==> config.mk <==
export PLATFORM = sky130hd
export DESIGN_NAME = sdram_read_responder
export DESIGN_NICKNAME = d
export VERILOG_FILES = /design/src/rtl/sdram_rd_pkg.sv /design/src/rtl/sync_fifo.sv /design/src/rtl/sdram_read_responder.sv
export SDC_FILE = /design/constraint.sdc
export NUM_CORES = 1
export LEC_CHECK = 0
export CORE_ASPECT_RATIO = 2
export CORE_UTILIZATION = 50
export DETAILED_ROUTE_END_ITERATION = 8
export PLACE_DENSITY_LB_ADDON = 0.12
export SKIP_LAST_GASP = 1
export SLEW_MARGIN = 20
export SYNTH_ARGS = -nofsm -noshare
export SYNTH_HDL_FRONTEND = slang
export SYNTH_HIERARCHICAL = 1
export SYNTH_SLANG_ARGS = --single-unit
==> constraint.sdc <==
create_clock -name SDRAM_CLK -period 3.9 [get_ports SDRAM_CLK]
set_input_delay 0.585 -clock SDRAM_CLK [delete_from_list [all_inputs] [get_ports SDRAM_CLK]]
set_output_delay 0.585 -clock SDRAM_CLK [all_outputs]
set_load 0.005 [all_outputs]
==> src/rtl/sdram_rd_pkg.sv <==
// Shared widths and the request tag type used by the SDRAM read responder.
package sdram_rd_pkg;

  localparam int ADDR_W = 24;
  localparam int DATA_W = 16;

  typedef enum logic {
    TAG_MEM  = 1'b0,
    TAG_ZERO = 1'b1
  } rd_tag_t;

endpackage

==> src/rtl/sync_fifo.sv <==
// Single-clock show-ahead FIFO: headData shows the oldest entry whenever empty is low.
// DEPTH must be a power of two so the pointers wrap without extra logic.
module sync_fifo #(
  parameter int WIDTH = 1,
  parameter int DEPTH = 8
) (
  input  logic                       clk,
  input  logic                       reset,
  input  logic                       push,
  input  logic [WIDTH-1:0]           pushData,
  input  logic                       pop,
  output logic [WIDTH-1:0]           headData,
  output logic [$clog2(DEPTH):0]     count,
  output logic                       empty,
  output logic                       full
);

  localparam int PTR_W = $clog2(DEPTH);

  logic [WIDTH-1:0] mem [DEPTH];
  logic [PTR_W-1:0] wrPtr;
  logic [PTR_W-1:0] rdPtr;
  logic             wrEn;
  logic             rdEn;

  assign wrEn     = push & ~full;
  assign rdEn     = pop & ~empty;
  assign empty    = (count == '0);
  assign full     = (count == (PTR_W + 1)'(DEPTH));
  assign headData = mem[rdPtr];

  // NOTE: storage is deliberately not reset; empty/count gate every read, so stale words are never seen.
  always_ff @(posedge clk) begin
    if (wrEn) mem[wrPtr] <= pushData;
  end

  // NOTE: sequential state uses non-blocking assignments so every flop samples pre-edge values.
  always_ff @(posedge clk or posedge reset) begin
    if (reset) begin
      wrPtr <= '0;
      rdPtr <= '0;
      count <= '0;
    end else begin
      if (wrEn) wrPtr <= wrPtr + PTR_W'(1);
      if (rdEn) rdPtr <= rdPtr + PTR_W'(1);
      case ({wrEn, rdEn})
        2'b10:   count <= count + (PTR_W + 1)'(1);
        2'b01:   count <= count - (PTR_W + 1)'(1);
        default: count <= count;
      endcase
    end
  end

endmodule

==> src/rtl/sdram_read_responder.sv <==
// In-order read responder between the LED row fetcher and the SDRAM controller's
// Avalon-MM read port; addresses beyond MEM_WORDS are answered locally with zero.
module sdram_read_responder #(
  parameter int                ADDR_W    = sdram_rd_pkg::ADDR_W,
  parameter int                DATA_W    = sdram_rd_pkg::DATA_W,
  parameter int                MAX_OUT   = 8,
  parameter logic [ADDR_W-1:0] MEM_WORDS = 24'h40_0000
) (
  input  logic                         SDRAM_CLK,
  input  logic                         reset,
  input  logic                         readReq,
  input  logic [ADDR_W-1:0]            address,
  output logic                         addressAck,
  output logic                         readDataValid,
  output logic [DATA_W-1:0]            readData,
  output logic [ADDR_W-1:0]            avm_address,
  output logic                         avm_read,
  input  logic                         avm_waitrequest,
  input  logic                         avm_readdatavalid,
  input  logic [DATA_W-1:0]            avm_readdata,
  output logic [$clog2(MAX_OUT):0]     outstanding,
  output logic                         errUnsolicited
);

  import sdram_rd_pkg::*;

  localparam int CNT_W = $clog2(MAX_OUT) + 1;

  logic              credit;
  logic              inRange;
  logic              memAccept;
  logic              memReturn;
  logic              unsolicited;
  logic              tagEmpty;
  logic              tagFull;
  logic              dataEmpty;
  logic              dataFull;
  logic              tagPop;
  logic              dataPop;
  logic              nextValid;
  logic [DATA_W-1:0] nextData;
  logic [DATA_W-1:0] dataHead;
  logic [CNT_W-1:0]  tagCount;
  logic [CNT_W-1:0]  dataCount;
  logic [CNT_W-1:0]  memTags;
  logic [CNT_W-1:0]  memPending;
  logic [0:0]        tagHeadBits;
  rd_tag_t           tagIn;
  rd_tag_t           tagHead;

  assign credit      = ~tagFull;
  assign inRange     = (address < MEM_WORDS);
  assign avm_address = address;
  assign avm_read    = readReq & credit & inRange;
  assign addressAck  = readReq & credit & (inRange ? ~avm_waitrequest : 1'b1);
  assign memAccept   = addressAck & inRange;
  assign tagIn       = inRange ? TAG_MEM : TAG_ZERO;
  assign tagHead     = rd_tag_t'(tagHeadBits);
  assign outstanding = tagCount;

  // Unmatched mem tags = mem tags still queued minus the words already waiting for them.
  assign memPending  = memTags - dataCount;
  assign memReturn   = avm_readdatavalid & (memPending != '0) & ~dataFull;
  assign unsolicited = avm_readdatavalid & (memPending == '0);

  sync_fifo #(
    .WIDTH (1),
    .DEPTH (MAX_OUT)
  ) tagFifo (
    .clk      (SDRAM_CLK),
    .reset    (reset),
    .push     (addressAck),
    .pushData (tagIn),
    .pop      (tagPop),
    .headData (tagHeadBits),
    .count    (tagCount),
    .empty    (tagEmpty),
    .full     (tagFull)
  );

  sync_fifo #(
    .WIDTH (DATA_W),
    .DEPTH (MAX_OUT)
  ) dataFifo (
    .clk      (SDRAM_CLK),
    .reset    (reset),
    .push     (memReturn),
    .pushData (avm_readdata),
    .pop      (dataPop),
    .headData (dataHead),
    .count    (dataCount),
    .empty    (dataEmpty),
    .full     (dataFull)
  );

  // NOTE: every signal driven here gets a default first, so no path can infer a latch.
  always_comb begin
    tagPop    = 1'b0;
    dataPop   = 1'b0;
    nextValid = 1'b0;
    nextData  = readData;
    if (!tagEmpty) begin
      if (tagHead == TAG_ZERO) begin
        tagPop    = 1'b1;
        nextValid = 1'b1;
        nextData  = '0;
      end else if (!dataEmpty) begin
        tagPop    = 1'b1;
        dataPop   = 1'b1;
        nextValid = 1'b1;
        nextData  = dataHead;
      end
    end
  end

  always_ff @(posedge SDRAM_CLK or posedge reset) begin
    if (reset) begin
      readDataValid  <= 1'b0;
      readData       <= '0;
      memTags        <= '0;
      errUnsolicited <= 1'b0;
    end else begin
      readDataValid  <= nextValid;
      readData       <= nextData;
      memTags        <= memTags + CNT_W'(memAccept) - CNT_W'(dataPop);
      errUnsolicited <= errUnsolicited | unsolicited;
    end
  end

endmodule

==> impl_metrics.toml, run 1 <==
[synth]
yosys_warnings = 6
synth_edf_count = 136
synth_top_area_frac = 0.527
synth_seq_cells = 178
netlist-cell-type-count = 47
synth_top_cells_by_area = "edfxtp_1 (53%), dfrtp_1 (14%), mux4_1 (8.5%), mux2_2 (2.9%), ha_1 (2.7%)"
syn_nets = 505
synth_top_cell_by_area = "edfxtp_1"
syn_inst = 440
seq_area_frac_synth = 0.663
postSynthAreaPerCell_um2 = 17.6
syn-cell-area_mm2 = 0.00775
ys.flop_type = "edfxtp_1"
synthArstFlopShare = 0.236

[worst_setup_path]
max_stage_delay_ps = 530
crit_path_start_kind = "flip-flop"
critPathMaxFanout = 9
arrival_ps = 3690
path_delay_family = "multiplexers"
worst_ep_required_time_ps = 4190
crit_type = "reg2reg"
rr_worst_depth = 12
cp_cell_sequence = "mux4_2 -> mux2_2 -> inv_1 -> a21o_1 -> inv_1 -> o41ai_2 -> inv_1 -> ha_1 -> ha_1 -> or4b_1 -> o311ai_0 -> o211ai_1"
r2r_start = "tagFifo/rdPtr[0]"
cp-startpoint = "tagFifo/rdPtr[0]"
reg2reg_slack_ps = 500
crit_path_end_kind = "flip-flop"
cp_num_buf_inv = 3
crit_path_frequent_cell = "inv_1"
slowest_stage = "mux4_2"
regToRegEndpoint = "tagFifo/count[3]"

[cells_and_area]
area_growth_syn_to_layout_pct = 14.9
fin_nets = 549
layout-drive-gt1-share = 0.191
final_cell_area_mm2 = 0.00890
diodes = 0
fin_util = 0.585

[timing]
skew_ps = 9.71
fin_setup_tns_ps = 0
slew_headroom = 0.337
worstMarginPinSlew_ps = 995
period_minus_slack_ps = 3400
fmax_ghz = 0.294
finalHoldViolCount = 0
grt_setup_unrepaired = "false"
fin_crit_sh = 0.871
setup_viol = 0
drv_slew = 0

[cts]
cts_tree = "built"
numCtsBuffers = 17
clkSlewWorstSetupHoldPaths_ps = 70
clkLatencyLatePin_ps = 420
cts_hold_buf = 0
cts_setup_buffers = 0
cts_max_level = 4
cts_root_buffer = "clkbuf_16"
cts.sinks = 178
ctsResizeCount = 0
clock_path_buffers = 2

[global_route]
overflow = 0
grt_max_degree = 35
grt_antenna_before_repair = 0
grt_pass1_vias = 4168
grt_pass1_wl_um = 23500
grt_usage = 0.201

[min_path]
hp-class = "reg2reg"
hold_start = "errUnsolicited"
holdPathStages = 1
whs_endpoint = "errUnsolicited"

[detailed_routing]
drc_errors = 0
drtIter0Drc = 163
via_count = 4008
wl_per_cell_um = 21.4
dr.pass1.iters = 4
drtAntennaViolNets = 0
wl_um = 14900
viasPerCell = 5.77

[power]
peakVddDrop_mv = 0.427
power_density_mw_per_mm2 = 823
p_leak_nw = 3.28

[place]
dp_hpwl_um = 9280
place_area_mm2 = 0.00831
gp_congestion = 0.774
io_buffers = 48

[die]
dieArea_mm2 = 0.0160
initial_core_util = 0.509
rows = 64
die_w_um = 90.0
die_y_um = 178
num_io_pins = 93
coreArea_mm2 = 0.0152

[run]
maxCapViolCount = 0

[status]
status = "completed"
==> worst max path at each step <==
stage | depth (start not counted) | to | slack (ps)
after floorplan | 11 | dataFifo/count[3] | 410
after global placement | 12 | tagFifo/count[3] | 570
after detailed placement | 12 | tagFifo/count[3] | 480
after CTS | 12 | tagFifo/count[3] | 460
after global routing | 12 | dataFifo/count[3] | 260
final | 12 | tagFifo/count[3] | 500
==> power by group <==
group	internal, W	total (W)	switching, W
Sequential	0.00252	0.00285	0.000320
Clock	0.000914	0.00168	0.000770
Combinational	0.00143	0.00279	0.00137
==> synth_stat cells (9+ instances only) <==
library cell,count
mux4_2,9
edfxtp_1,136
inv_1,25
xnor2_1,15
nor2_1,15
dfrtp_1,42
buf_4,24
nand2_1,14
mux4_1,25
mux2_2,20
ha_1,17
==> area by class of cell <==
class,instances,area (um2)
well taps,198,248
fillers,1190,6310
inverters,25,93.8
clock buffers,17,425
multi-input cells,198,2230
clock inverters,15,166
repair buffers,64,601
flip-flops and latches,178,5130
==> placed cells by master, fill, tap and decap left out, drive strengths merged, types with 7 or more instances in the layout <==
cell,synthesis,layout
edfxtp,136,136
clkdlybuf4s50,0,48
nand3,7,7
mux2,21,21
clkbuf,5,17
a21oi,8,8
ha,17,17
mux4,34,34
nand2,15,15
nand2b,7,7
nor2,15,15
buf,34,16
dfrtp,42,42
a22o,16,16
xnor2,15,15
inv,25,34
==> logic make-up (layout without fill, tap and decap cells) <==
logic type	count (synthesis)	in the layout	synth area share
AND/OR/NAND/NOR	65	65	0.0463
buffers and inverters	64	121	0.0504
XOR/XNOR	18	18	0.0203
flip-flops	178	178	0.663
adder cells (fa/ha/maj)	20	20	0.0352
multiplexers	57	57	0.144
AO/OA/AOI/OAI	38	38	0.0409
==> flip-flops by register name, indices dropped and copies added, names as in the netlist, 3 cells and up <==
signal	flops
dataFifo/wrPtr	3
readData	16
dataFifo/rdPtr	3
tagFifo/rdPtr	3
tagFifo/wrPtr	3
dataFifo/mem	128
tagFifo/count	4
tagFifo/mem	8
memTags	4
dataFifo/count	4
==> per-layer routing <==
| layer | share of wire | wire [um] | global-route usage |
|---|---|---|---|
| met1 | 0.38 | 5640 | 0.221 |
| met2 | 0.55 | 8240 | 0.368 |
| met3 | 0.037 | 553 | 0.0435 |
| met4 | 0.029 | 429 | 0.0941 |
| met5 | 0 | 0 | 0.00321 |
==> per-stage QoR <==
stage / total power [W] / hold slack [ps] / setup slack (ps) / cells
2_1_floorplan: 0.00489 / 425 / 411 / 440
3_3_place_gp: 0.00560 / 453 / 569 / 663
3_5_place_dp: 0.00571 / 457 / 482 / 663
4_1_cts: 0.00742 / 474 / 460 / 695
5_1_grt: 0.00779 / 498 / 260 / 695
6_report: 0.00732 / 473 / 504 / 695
Power figures use the tool's default switching activity.
==> inputs of run 2 (changes only) <==
==> constraint.sdc (replaced) <==
create_clock -name SDRAM_CLK -period 3 [get_ports SDRAM_CLK]
set_input_delay 0.45 -clock SDRAM_CLK [delete_from_list [all_inputs] [get_ports SDRAM_CLK]]
set_output_delay 0.45 -clock SDRAM_CLK [all_outputs]
set_load 0.005 [all_outputs]
==> run 2 against run 1 <==
Sequential power up 27%. Sequential share of layout area down 2.4 points. Die area unchanged. Total power up 40%. Final cell count up 4.2%. Worst hold slack worse by 99 ps. Utilization up 2.6 points. Via count up 0.85%. Routed wire length up 1.6%.
==> impl_metrics.toml, run 2 (synthesized netlist as in run 1, its figures left out) <==
[status]
status = "completed"

[worst_setup_path]
r2r_start = "tagFifo/rdPtr[0]"
slowest_stage = "or4b_4"
crit_path_end_kind = "flip-flop"
max_stage_delay_ps = 530
critPathMaxFanout = 5
crit_type = "reg2reg"
rr_worst_depth = 12
worst_ep_required_time_ps = 3300
reg2reg_slack_ps = 20
arrival_ps = 3280
cp_cell_sequence = "mux4_2 -> mux2_4 -> inv_2 -> a21o_1 -> inv_4 -> o41ai_4 -> inv_2 -> ha_4 -> ha_4 -> or4b_4 -> o311ai_4 -> o211ai_1"
regToRegEndpoint = "tagFifo/count[3]"
crit_path_start_kind = "flip-flop"

[detailed_routing]
dr.pass1.iters = 5
drtAntennaViolNets = 0
via_count = 4042
drtIter0Drc = 170
wl_per_cell_um = 20.9
wl_um = 15100
viasPerCell = 5.58
drc_errors = 0

[timing]
fin_crit_sh = 0.992
drv_slew = 0
grt_setup_unrepaired = "true"
worstMarginPinSlew_ps = 459
finalHoldViolCount = 0
period_minus_slack_ps = 2980
fmax_ghz = 0.336
slew_headroom = 0.694
fin_hold_ws_ps = 374
skew_ps = 8.84
setup_viol = 0
fin_setup_tns_ps = 0

[cells_and_area]
largest_reg_flops = 128
diodes = 0
final_cell_mix = "edfxtp_1 (136), clkdlybuf4s50_1 (48), buf_4 (42), dfrtp_1 (41), mux4_1 (25)"
top_register = "dataFifo/mem"
fin_nets = 578
layout-drive-gt1-share = 0.266
layout_commonest_cell = "edfxtp_1"
largest_registers = "dataFifo/mem x128, readData x16, tagFifo/mem x8"
area_growth_syn_to_layout_pct = 19.9

[global_route]
grt_pass1_wl_um = 23600
grt_antenna_before_repair = 0
overflow = 0
grt_pass1_vias = 4308
grt_max_degree = 35
grt_usage = 0.204

[min_path]
hp-class = "in2async"

[power]
power_density_mw_per_mm2 = 1100
pwr-share-seq = 0.353
clkPwrFrac = 0.209
switchingPower_w = 0.00334
p_int_w = 0.00692
power.total_w = 0.0103
p_leak_nw = 3.46
p_sw_frac = 0.325
peakVddDrop_mv = 0.642
power_frac_comb = 0.438

[cts]
numCtsBuffers = 17
cts_root_buffer = "clkbuf_16"
clock_path_buffers = 2
cts_tree = "built"
clkLatencyLatePin_ps = 430
cts.sinks = 178
clkSlewWorstSetupHoldPaths_ps = 70
cts_max_level = 4

[place]
dp_hpwl_um = 9630
io_buffers = 48
gp_congestion = 0.774

[die]
rows = 64
initial_core_util = 0.509
coreArea_mm2 = 0.0152
die_w_um = 90.0
num_io_pins = 93
die_y_um = 178
dieArea_mm2 = 0.0160

[run]
maxCapViolCount = 0
-- run 2: changes by cell type in the layout (fill, tap and decap cells not counted), moves of 3 or more --
| cell | before | now |
|---|---|---|
| buf_4 | 16 | 42 |
| ha_1 | 17 | 11 |
| ha_4 | 0 | 6 |
| inv_6 | 6 | 0 |
| clkinv_4 | 0 | 3 |
| inv_1 | 24 | 21 |
-- run 2: repair_timing --
item,4_1_cts,5_1_grt
hold buffers,0,0
buffers inserted,3,8
gates resized for setup,4,8
endpoints found under the setup margin,2,5
pin swaps,5,7
-- run 2: worst max-delay path: cells and delay by family (launching register included) --
kind	cells	cell delay (ps)
flip-flops	1	420
adder cells (fa/ha/maj)	2	440
multiplexers	2	830
buffers and inverters	3	200
AO/OA/AOI/OAI	4	430
AND/OR/NAND/NOR	1	530
-- run 2: metal layers --
layer | vias to the layer above | routed length (um) | GRT usage
li1 | 1840 | - | -
met1 | 2050 | 5640 | 0.225
met2 | 108 | 8400 | 0.368
met3 | 44 | 602 | 0.0405
met4 | 0 | 468 | 0.109
met5 | - | 0 | 0
-- run 2: final cells by class --
type                    count  area, um2
repair buffers             93        838
well taps                 198        248
clock inverters            11        101
clock buffers              21        482
flip-flops and latches    178       5140
inverters                  25       96.3
fillers                  1132       5920
multi-input cells         198       2390
-- run 2: power by group through the flow --
stage	logic [W]	clock network [W]	registers, W
floorplan	0.00298	0	0.00363
global placement	0.00404	0	0.00365
detailed placement	0.00417	0	0.00367
CTS	0.00430	0.00220	0.00363
global route	0.00491	0.00229	0.00368
finish	0.00450	0.00215	0.00362
-- run 2: worst max-delay path by stage --
stage	startpoint	endpoint	slack (ps)	cells past startpoint
floorplan	tagFifo/rdPtr[0]	dataFifo/count[3]	-160	11
global placement	tagFifo/rdPtr[0]	dataFifo/count[3]	50	10
detailed placement	tagFifo/rdPtr[0]	dataFifo/count[3]	-20	10
CTS	tagFifo/rdPtr[0]	dataFifo/count[3]	0.6	11
global route	tagFifo/rdPtr[0]	tagFifo/count[3]	-80	12
finish	tagFifo/rdPtr[0]	tagFifo/count[3]	20	12
-- run 2: per-stage QoR --
step / setup WS [ps] / utilization / std cells / area, um2
2_1_floorplan: -159 / - / 440 / 7860
3_3_place_gp: 51.2 / 0.562 / 681 / 8550
3_5_place_dp: -16.4 / 0.562 / 681 / 8550
4_1_cts: 0.603 / 0.603 / 716 / 9180
5_1_grt: -79.2 / 0.611 / 724 / 9290
6_report: 22.9 / 0.611 / 724 / 9290
==> inputs of run 3 (changes only) <==
--- a/config.mk
+++ b/config.mk
@@ -5,6 +5,7 @@
 export SDC_FILE = /design/constraint.sdc
 export NUM_CORES = 1
 export LEC_CHECK = 0
+export CAP_MARGIN = 20
 export CORE_ASPECT_RATIO = 2
 export CORE_UTILIZATION = 50
 export DETAILED_ROUTE_END_ITERATION = 8
==> results of run 3 <==
The final DEF is identical to that of run 2; final timing and power are the same.
